File: src/rtl/block_motion_if.sv
// Bus bundle between the VGA timing / control side and one block_motion sprite.
// The sprite engine takes the slave side; whoever drives timing and loads takes master.
interface block_motion_if;
    logic [10:0] hst;
    logic [9:0]  vst;
    logic        run;
    logic [3:0]  step_x;
    logic [3:0]  step_y;
    logic        load_valid;
    logic [15:0] load_x;
    logic [15:0] load_y;
    logic [15:0] block_posx;
    logic [15:0] block_posy;
    logic [2:0]  draw_color;
    logic        bounce;
    logic        corner;

    modport slave (
        input  hst, vst, run, step_x, step_y, load_valid, load_x, load_y,
        output block_posx, block_posy, draw_color, bounce, corner
    );

    modport master (
        output hst, vst, run, step_x, step_y, load_valid, load_x, load_y,
        input  block_posx, block_posy, draw_color, bounce, corner
    );
endinterface

File: src/rtl/block_motion.sv
// Sprite position/colour generator. Moves once per frame on the first blanking
// pixel, bounces off the screen edges and advances the colour on every bounce.
module block_motion #(
    parameter int H_ACTIVE   = 800,
    parameter int V_ACTIVE   = 600,
    parameter int BLOCK_SIZE = 32,
    parameter int START_X    = 100,
    parameter int START_Y    = 100
) (
    input  logic           clk50,
    input  logic           rst,
    block_motion_if.slave  bus
);
    localparam int MAX_X = H_ACTIVE - BLOCK_SIZE;
    localparam int MAX_Y = V_ACTIVE - BLOCK_SIZE;

    typedef enum logic {
        ST_STOP = 1'b0,
        ST_RUN  = 1'b1
    } state_t;

    state_t      state_q, state_d;
    logic [15:0] posx_q, posx_d;
    logic [15:0] posy_q, posy_d;
    logic        dirx_q, dirx_d;      // 1 = moving towards larger coordinates
    logic        diry_q, diry_d;
    logic [2:0]  color_q, color_d;
    logic        bounce_q, bounce_d;
    logic        corner_q, corner_d;
    logic        tick;

    // First blanking pixel of the frame: the single per-frame update slot.
    assign tick = (bus.hst == 11'(H_ACTIVE)) && (bus.vst == 10'(V_ACTIVE));

    // Per-axis datapath: index 0 is X, index 1 is Y. Each axis computes its
    // candidate moved position (with edge clamp/reverse) and its clamped load value.
    genvar gi;
    generate
        for (gi = 0; gi < 2; gi++) begin : g_axis
            localparam int                 AXIS_MAX   = (gi == 0) ? MAX_X : MAX_Y;
            localparam logic signed [17:0] AXIS_MAX_S = 18'(AXIS_MAX);

            logic [3:0]         step_v;
            logic [15:0]        pos_v;
            logic [15:0]        load_v;
            logic               dir_v;
            logic signed [17:0] next_s;
            logic [15:0]        move_pos;
            logic               move_dir;
            logic               hit;
            logic [15:0]        clamp_pos;

            assign step_v = (gi == 0) ? bus.step_x : bus.step_y;
            assign pos_v  = (gi == 0) ? posx_q     : posy_q;
            assign load_v = (gi == 0) ? bus.load_x : bus.load_y;
            assign dir_v  = (gi == 0) ? dirx_q     : diry_q;

            // Signed step with wall clamp; landing exactly on a wall is not a hit.
            always_comb begin
                next_s   = $signed({2'b00, pos_v});
                move_pos = pos_v;
                move_dir = dir_v;
                hit      = 1'b0;
                if (dir_v) begin
                    next_s = next_s + $signed({14'd0, step_v});
                end else begin
                    next_s = next_s - $signed({14'd0, step_v});
                end
                if (next_s[17]) begin
                    move_pos = 16'd0;
                    move_dir = 1'b1;
                    hit      = 1'b1;
                end else if (next_s > AXIS_MAX_S) begin
                    move_pos = 16'(AXIS_MAX);
                    move_dir = 1'b0;
                    hit      = 1'b1;
                end else begin
                    move_pos = next_s[15:0];
                end
            end

            // Load request clamped into the visible range (treated as unsigned).
            assign clamp_pos = (load_v > 16'(AXIS_MAX)) ? 16'(AXIS_MAX) : load_v;
        end
    endgenerate

    // Next-state and next-output selection: load beats movement, movement only on
    // a tick while already in RUN (run as sampled on the previous cycle).
    always_comb begin
        state_d  = bus.run ? ST_RUN : ST_STOP;
        posx_d   = posx_q;
        posy_d   = posy_q;
        dirx_d   = dirx_q;
        diry_d   = diry_q;
        color_d  = color_q;
        bounce_d = 1'b0;
        corner_d = 1'b0;
        if (bus.load_valid) begin
            posx_d = g_axis[0].clamp_pos;
            posy_d = g_axis[1].clamp_pos;
        end else if (tick && (state_q == ST_RUN)) begin
            posx_d   = g_axis[0].move_pos;
            posy_d   = g_axis[1].move_pos;
            dirx_d   = g_axis[0].move_dir;
            diry_d   = g_axis[1].move_dir;
            bounce_d = g_axis[0].hit | g_axis[1].hit;
            corner_d = g_axis[0].hit & g_axis[1].hit;
            if (bounce_d) begin
                color_d = (color_q == 3'b111) ? 3'b001 : color_q + 3'd1;
            end
        end
    end

    // State and output registers with synchronous reset.
    always_ff @(posedge clk50) begin
        if (rst) begin
            state_q  <= ST_STOP;
            posx_q   <= 16'(START_X);
            posy_q   <= 16'(START_Y);
            dirx_q   <= 1'b1;
            diry_q   <= 1'b1;
            color_q  <= 3'b001;
            bounce_q <= 1'b0;
            corner_q <= 1'b0;
        end else begin
            state_q  <= state_d;
            posx_q   <= posx_d;
            posy_q   <= posy_d;
            dirx_q   <= dirx_d;
            diry_q   <= diry_d;
            color_q  <= color_d;
            bounce_q <= bounce_d;
            corner_q <= corner_d;
        end
    end

    assign bus.block_posx = posx_q;
    assign bus.block_posy = posy_q;
    assign bus.draw_color = color_q;
    assign bus.bounce     = bounce_q;
    assign bus.corner     = corner_q;
endmodule
File: src/flat_wrapper.sv
// flat-port wrapper written by rule: the top's interface ports become plain ports
module block_motion_flat 
#(
    parameter int H_ACTIVE   = 800,
    parameter int V_ACTIVE   = 600,
    parameter int BLOCK_SIZE = 32,
    parameter int START_X    = 100,
    parameter int START_Y    = 100
)
  (clk50, rst, bus_hst, bus_vst, bus_run, bus_step_x, bus_step_y, bus_load_valid, bus_load_x, bus_load_y, bus_block_posx, bus_block_posy, bus_draw_color, bus_bounce, bus_corner);
  block_motion_if bus_i ();
  input  logic clk50;
  input  logic rst;
  input wire logic [$bits(bus_i.hst)-1:0] bus_hst;
  input wire logic [$bits(bus_i.vst)-1:0] bus_vst;
  input wire logic [$bits(bus_i.run)-1:0] bus_run;
  input wire logic [$bits(bus_i.step_x)-1:0] bus_step_x;
  input wire logic [$bits(bus_i.step_y)-1:0] bus_step_y;
  input wire logic [$bits(bus_i.load_valid)-1:0] bus_load_valid;
  input wire logic [$bits(bus_i.load_x)-1:0] bus_load_x;
  input wire logic [$bits(bus_i.load_y)-1:0] bus_load_y;
  output wire logic [$bits(bus_i.block_posx)-1:0] bus_block_posx;
  output wire logic [$bits(bus_i.block_posy)-1:0] bus_block_posy;
  output wire logic [$bits(bus_i.draw_color)-1:0] bus_draw_color;
  output wire logic [$bits(bus_i.bounce)-1:0] bus_bounce;
  output wire logic [$bits(bus_i.corner)-1:0] bus_corner;
  assign bus_i.hst = bus_hst;
  assign bus_i.vst = bus_vst;
  assign bus_i.run = bus_run;
  assign bus_i.step_x = bus_step_x;
  assign bus_i.step_y = bus_step_y;
  assign bus_i.load_valid = bus_load_valid;
  assign bus_i.load_x = bus_load_x;
  assign bus_i.load_y = bus_load_y;
  assign bus_block_posx = bus_i.block_posx;
  assign bus_block_posy = bus_i.block_posy;
  assign bus_draw_color = bus_i.draw_color;
  assign bus_bounce = bus_i.bounce;
  assign bus_corner = bus_i.corner;
  block_motion #(.H_ACTIVE(H_ACTIVE), .V_ACTIVE(V_ACTIVE), .BLOCK_SIZE(BLOCK_SIZE), .START_X(START_X), .START_Y(START_Y)) u_core (.clk50(clk50), .rst(rst), .bus(bus_i));
endmodule
File: config.mk
export PLATFORM = sky130hd
export DESIGN_NAME = block_motion_flat
export DESIGN_NICKNAME = d
export VERILOG_FILES = /design/src/rtl/block_motion_if.sv /design/src/rtl/block_motion.sv /design/src/flat_wrapper.sv
export SDC_FILE = /design/constraint.sdc
export NUM_CORES = 1
export LEC_CHECK = 0
export BUFFER_PORTS_ARGS = -buffer_cell sky130_fd_sc_hd__buf_2
export CAP_MARGIN = 10
export CORE_UTILIZATION = 29
export DETAILED_ROUTE_END_ITERATION = 16
export SLEW_MARGIN = 20
export SYNTH_ARGS = -nofsm -noshare
export SYNTH_HDL_FRONTEND = slang
export SYNTH_SLANG_ARGS = --single-unit
File: constraint.sdc
create_clock -name clk50 -period 9.6 [get_ports clk50]
set_clock_uncertainty 0.05 [all_clocks]
set_input_delay 1.44 -clock clk50 [delete_from_list [all_inputs] [get_ports clk50]]
set_output_delay 1.44 -clock clk50 [all_outputs]
set_load 0.03 [all_outputs]
==> results of run 1 <==
[layout by cell type, fill, tap and decap left out, types with 3 or more instances in the layout]
cell,instances
buf_2,101
dfxtp_1,40
nand2_1,29
nor2_1,28
a21oi_1,26
o21ai_0,25
inv_1,21
and2_1,18
ha_1,18
nor4_1,13
a31oi_1,13
nor2b_1,12
a22oi_1,12
nand2b_1,10
nand3_1,10
nor3_1,9
xnor2_1,9
xor2_1,8
or4_1,7
or3_1,6
mux2i_1,6
nand4_1,5
a211oi_1,5
a221oi_1,5
nand3b_1,5
clkbuf_16,5
and3_1,4
nor3b_1,4
fa_1,4
nor4b_1,3
o21ai_1,3
a2bb2oi_1,3
[metrics by stage]
stage	worst slack (ns)	instances
2_1_floorplan	5.44	432
3_5_place_dp	4.83	654
5_1_grt	4.87	662
3_3_place_gp	4.92	654
6_report	5.12	662
4_1_cts	5.14	662
[worst max-delay path: stages]
cell and delay (ns):
buf_2 0.09, inv_1 0.04, ha_1 0.36, nand2b_1 0.20, a221oi_1 0.54, a2bb2oi_1 0.17, xnor2_1 0.17, a21o_1 0.17
a211o_1 0.26, a2111oi_4 0.75, a21boi_0 0.20, o21ba_2 0.22
[per-layer routing]
metal / track usage (%) / share of wire, %
met1: 23.0 / 47
met2: 27.2 / 45
met3: 3.00 / 5.6
met4: 5.45 / 2.0
met5: 0 / 0
[sequential cells by signal (all words and copies together), names as in the netlist]
signal	count
u_core.bus.draw_color	3
u_core.bus.bounce	1
u_core.diry_q	1
u_core.dirx_q	1
u_core.state_q	1
u_core.bus.block_posx	16
u_core.bus.block_posy	16
u_core.bus.corner	1
[where the power goes]
group,internal (uW),switching (uW),total [uW]
logic,33.3,48.0,81.3
registers,169,6.34,176
clock network,123,67.4,191
total,326,122,448
[worst paths after layout]
path,endpoint,slack (ns),cells past startpoint
max,u_core.bus.block_posy[3],5.12,12
min reg2reg,u_core.bus.draw_color[2],0.45,2
max reg2reg,u_core.bus.block_posy[3],5.92,9
min,u_core.bus.draw_color[2],0.45,2
[kinds of logic (layout without fill, tap and decap cells)]
family	count (synthesis)	in the layout	share of synthesized area, %
fa+ha+maj	22	22	8.97
buf+inv	45	132	5.55
mux	6	6	1.76
xor+xnor	18	18	4.85
flops	40	40	23.5
compound gates	124	124	25.2
simple gates	177	177	30.1
[final cells by class]
| class | count | share of cell area [%] |
|---|---|---|
| inverter | 22 | 1.98 |
| timing repair buffer | 102 | 12.3 |
| clock inverter | 3 | 1.14 |
| tap | 143 | 4.30 |
| clock buffer | 5 | 3.01 |
| sequential | 40 | 19.2 |
| multi-input combinational | 347 | 58.0 |
==> flow_summary.toml, run 1 <==
[clock_tree]
htree_levels = 2
cts_num_sinks = 40
ctsRootBufferMaster = "clkbuf_16"
holdBufCountCts = 0
clock_latency_ns = 0.28
clk_path_buf_depth = 2
path_clk_slew_ns = 0.06
cts-buffers-inserted = 5
cts-resized-gates = 0
cts_tree = "yes"
cts_setup_buffers = 0

[critical_path]
cp-end-kind = "flop"
cp-startpoint = "bus_step_y[2]"
cp_data_required_time_ns = 9.73
criticalPathCategory = "input port to flop"
startpoint_type = "input port"
reg2reg_from = "u_core.diry_q"
crit_path_max_fanout = 13
crit_arrival_ns = 4.61

[drt]
dr.pass1.iters = 7
post_drt_wl_per_cell_um = 15.5
drcViolationCount = 0
vias_per_cell = 5.44
ant_nets = 0
drt_iter0_markers = 221
totalWireLength_um = 10200
vias = 3601

[grt]
grt_pass1_wl_um = 16300
antenna_found_initial = 0
grt_pass1_vias = 3360
gr-usage-all-layers_pct = 17.0
gr-total-overflow = 0
grt_max_degree = 34

[finish]
drive_gt1_share_pct = 24.9
finalInstanceArea_mm2 = 0.00416
antenna_cells = 0
fill_cells = 1198
seq_area_um2 = 801
area_delta_synth_final_pct = 22.3
multi_input_area_mm2 = 0.00241
nets = 605
finalCoreUtilization_pct = 36.5

[timing]
grt_setup_unrepaired = "no"
whs_ns = 0.453
setup_violations = 0
fin_crit_sh_pct = 46.6
relSlewSlack_pct = 42.5
fmax_mhz = 223
tns_ns = 0
timing.final.crit_period_ns = 4.48
tightest_slew_ns = 0.861
final_hold_viol_count = 0
slew_violations = 0

[floorplan]
core_mm2 = 0.0114
pin_count = 102
die-area_mm2 = 0.0122
die_w_um = 110
initial_core_util_pct = 29.8
rows = 39
dieHeight_um = 110

[synth]
ys.flop_type = "dfxtp_1"
synthCells = 432
yosysTopAreaCell = "dfxtp_1"
yosysSeqAreaShare_pct = 23.5
ys.warnings.count = 0
synth_common_cells = "dfxtp_1, nand2_1, nor2_1"
syn_nets = 519
synthArstFlopShare_pct = 0
syn_area_per_cell_um2 = 7.88
ys_ff_latch = 40
netlist_area_mm2 = 0.00340
synth_most_common_cell = "dfxtp_1"
synth-edff-count = 0
synth_top_area_share_pct = 23.5
yosysUniqueCellTypes = 75
synth_area_leaders = "dfxtp_1, ha_1, a21oi_1, o21ai_0, and2_1"

[placed_design]
place_area_mm2 = 0.00399
gp_congestion = 0.834
io_buffers = 101
hpwl_um = 7990

[pwr]
finalPower_uw = 448
ir_drop_v = 0.0000771
power.density_mw_per_mm2 = 108
p_leak_uw = 0.00173

[min_path]
min_from = "u_core.bus.draw_color[2]"
worstHoldPathType = "flop to flop"

[outcome]
status = "finished clean"

[run]
maxCapViolCount = 0
(Power assumes the default switching activity.)
==> inputs of run 2 (changes only) <==
- clock period: 9.6 -> 4.1 ns (I/O delays scaled with it)
==> run 2 against run 1 <==
  * Die area did not move
  * Power increased by 130%
  * Final area up 0.60%
  * Clock power is 130% higher
  * First-iteration DRC count shrank 2.7%
  * Non-clock buffer count rose by 4
  * Via count is 2.2% lower
==> flow_summary.toml, run 2 (synthesized netlist as in run 1, its figures left out) <==
[outcome]
status = "finished clean"

[timing]
setup_ws_ns = 0.745
grt_setup_unrepaired = "no"
slew_violations = 0
tightest_slew_ns = 0.919
timing.final.crit_period_ns = 3.36
final_hold_viol_count = 0
relSlewSlack_pct = 38.6
setup_violations = 0
whs_ns = 0.453
fmax_mhz = 298
tns_ns = 0
fin_crit_sh_pct = 81.8

[pwr]
ir_drop_v = 0.000139
power.density_mw_per_mm2 = 250
p_leak_uw = 0.00175

[grt]
gr-total-overflow = 0
grt_pass1_vias = 3413
gr-usage-all-layers_pct = 17.3
antenna_found_initial = 0
grt_pass1_wl_um = 16500
grt_max_degree = 34

[clock_tree]
path_clk_slew_ns = 0.06
ctsRootBufferMaster = "clkbuf_16"
cts_setup_buffers = 0
htree_levels = 2
clock_latency_ns = 0.28
holdBufCountCts = 0
clk_path_buf_depth = 2
cts-buffers-inserted = 5
cts_num_sinks = 40
cts_tree = "yes"
cts-resized-gates = 0

[floorplan]
core_mm2 = 0.0114
die_w_um = 110
dieHeight_um = 110
pin_count = 102
die-area_mm2 = 0.0122
rows = 39
initial_core_util_pct = 29.8

[run]
maxCapViolCount = 0

[critical_path]
reg2reg_to = "u_core.bus.block_posy[3]"
crit_chain = "buf_2 > ha_1 > fa_1 > nor2b_1 > o311ai_2 > nor2_1 > a311o_1 > a22oi_1 > o2111ai_1 > nor2_2 > a21oi_2 > mux2i_1"
startpoint_type = "input port"
criticalPathCategory = "input port to flop"
crit_path_max_fanout = 9
cp.buffers_inverters = 1
crit_arrival_ns = 3.46
cpLargestDelayFamily = "compound AO/OA/AOI/OAI gates"
r2r_slack_ns = 0.80
cp-end-kind = "flop"
cpMaxStageDelayCell = "nor2_2"
reg2regPathDepth = 11
reg2reg_from = "u_core.bus.block_posy[2]"
cp_data_required_time_ns = 4.21
cpPeakStageDelay_ns = 0.42

[min_path]
hold_path_end = "u_core.bus.draw_color[2]"
min_delay_path_depth = 2
worstHoldPathType = "flop to flop"
min_from = "u_core.bus.draw_color[2]"

[drt]
post_drt_wl_per_cell_um = 15.3
vias_per_cell = 5.29
drt_iter0_markers = 215
dr.pass1.iters = 4
drcViolationCount = 0
ant_nets = 0
totalWireLength_um = 10200
vias = 3522

[finish]
final_cell_mix = "buf_2, dfxtp_1, nand2_1, nor2_1, a21oi_1"
nets = 609
mostFrequentLayoutCell = "buf_2"
fill_cells = 1205
antenna_cells = 0
area_delta_synth_final_pct = 23.0
drive_gt1_share_pct = 25.4
multi_input_area_mm2 = 0.00241
seq_area_um2 = 801

[placed_design]
post-place-ws_ns = 0.439
io_buffers = 101
hpwl_um = 8010
gp_congestion = 0.855
run 2: cell count changes in the layout (fill, tap and decap cells not counted):
cell	before	now
clkinvlp_4	0	1
clkinv_4	2	0
clkinv_2	0	1
buf_4	1	5
run 2: worst max-delay path by stage:
stage,cells after the start,start,end
2_1_floorplan,12,bus_step_y[3],u_core.bus.block_posy[4]
3_3_place_gp,13,bus_step_y[2],u_core.bus.block_posy[3]
3_5_place_dp,13,bus_step_y[2],u_core.bus.block_posy[3]
4_1_cts,13,bus_step_y[2],u_core.bus.block_posy[3]
5_1_grt,12,bus_step_x[3],u_core.bus.draw_color[0]
6_report,12,bus_step_x[0],u_core.bus.draw_color[1]
run 2: per-stage QoR:
| step | cells | power [uW] | area, um2 | utilization [%] |
|---|---|---|---|---|
| after floorplan | 432 | 539 | 3400 | - |
| after global placement | 658 | 607 | 4020 | 35.2 |
| after detailed placement | 658 | 611 | 4020 | 35.2 |
| after CTS | 666 | 1050 | 4190 | 36.7 |
| after global routing | 666 | 1100 | 4190 | 36.7 |
| final | 666 | 1050 | 4190 | 36.7 |
run 2: metal layers:
| layer | track usage (%) | part of all wire, % | vias to the layer above |
|---|---|---|---|
| met5 | 0 | 0 | - |
| met4 | 4.32 | 1.3 | 0 |
| met3 | 3.00 | 5.0 | 13 |
| met2 | 28.4 | 46 | 116 |
| met1 | 23.3 | 48 | 1620 |
| li1 | - | - | 1773 |
run 2: where the power goes:
group          switching (uW)  total, uW  leakage, uW  internal, uW
logic                     112        191      0.00134          79.5
registers                14.9        412     0.000326           397
clock network             157        443    0.0000798           286
total                     284       1050      0.00175           762
run 2: cell type report:
type / instances / share of cell area [%]
Sequential cell: 40 / 19.1
Inverter: 22 / 1.97
Multi-Input combinational cell: 347 / 57.7
Timing Repair Buffer: 106 / 13.0
Tap cell: 143 / 4.27
Clock buffer: 5 / 2.99
Clock inverter: 3 / 1.02
run 2: worst reg2reg max path: cells and delay by family, from the launching register on:
kind                     cells  cell delay, ns
AO/OA/AOI/OAI                7            1.79
XOR/XNOR                     1            0.17
adder cells (fa/ha/maj)      1            0.40
buffers and inverters        1            0.24
flip-flops                   1            0.35
AND/OR/NAND/NOR              1            0.20
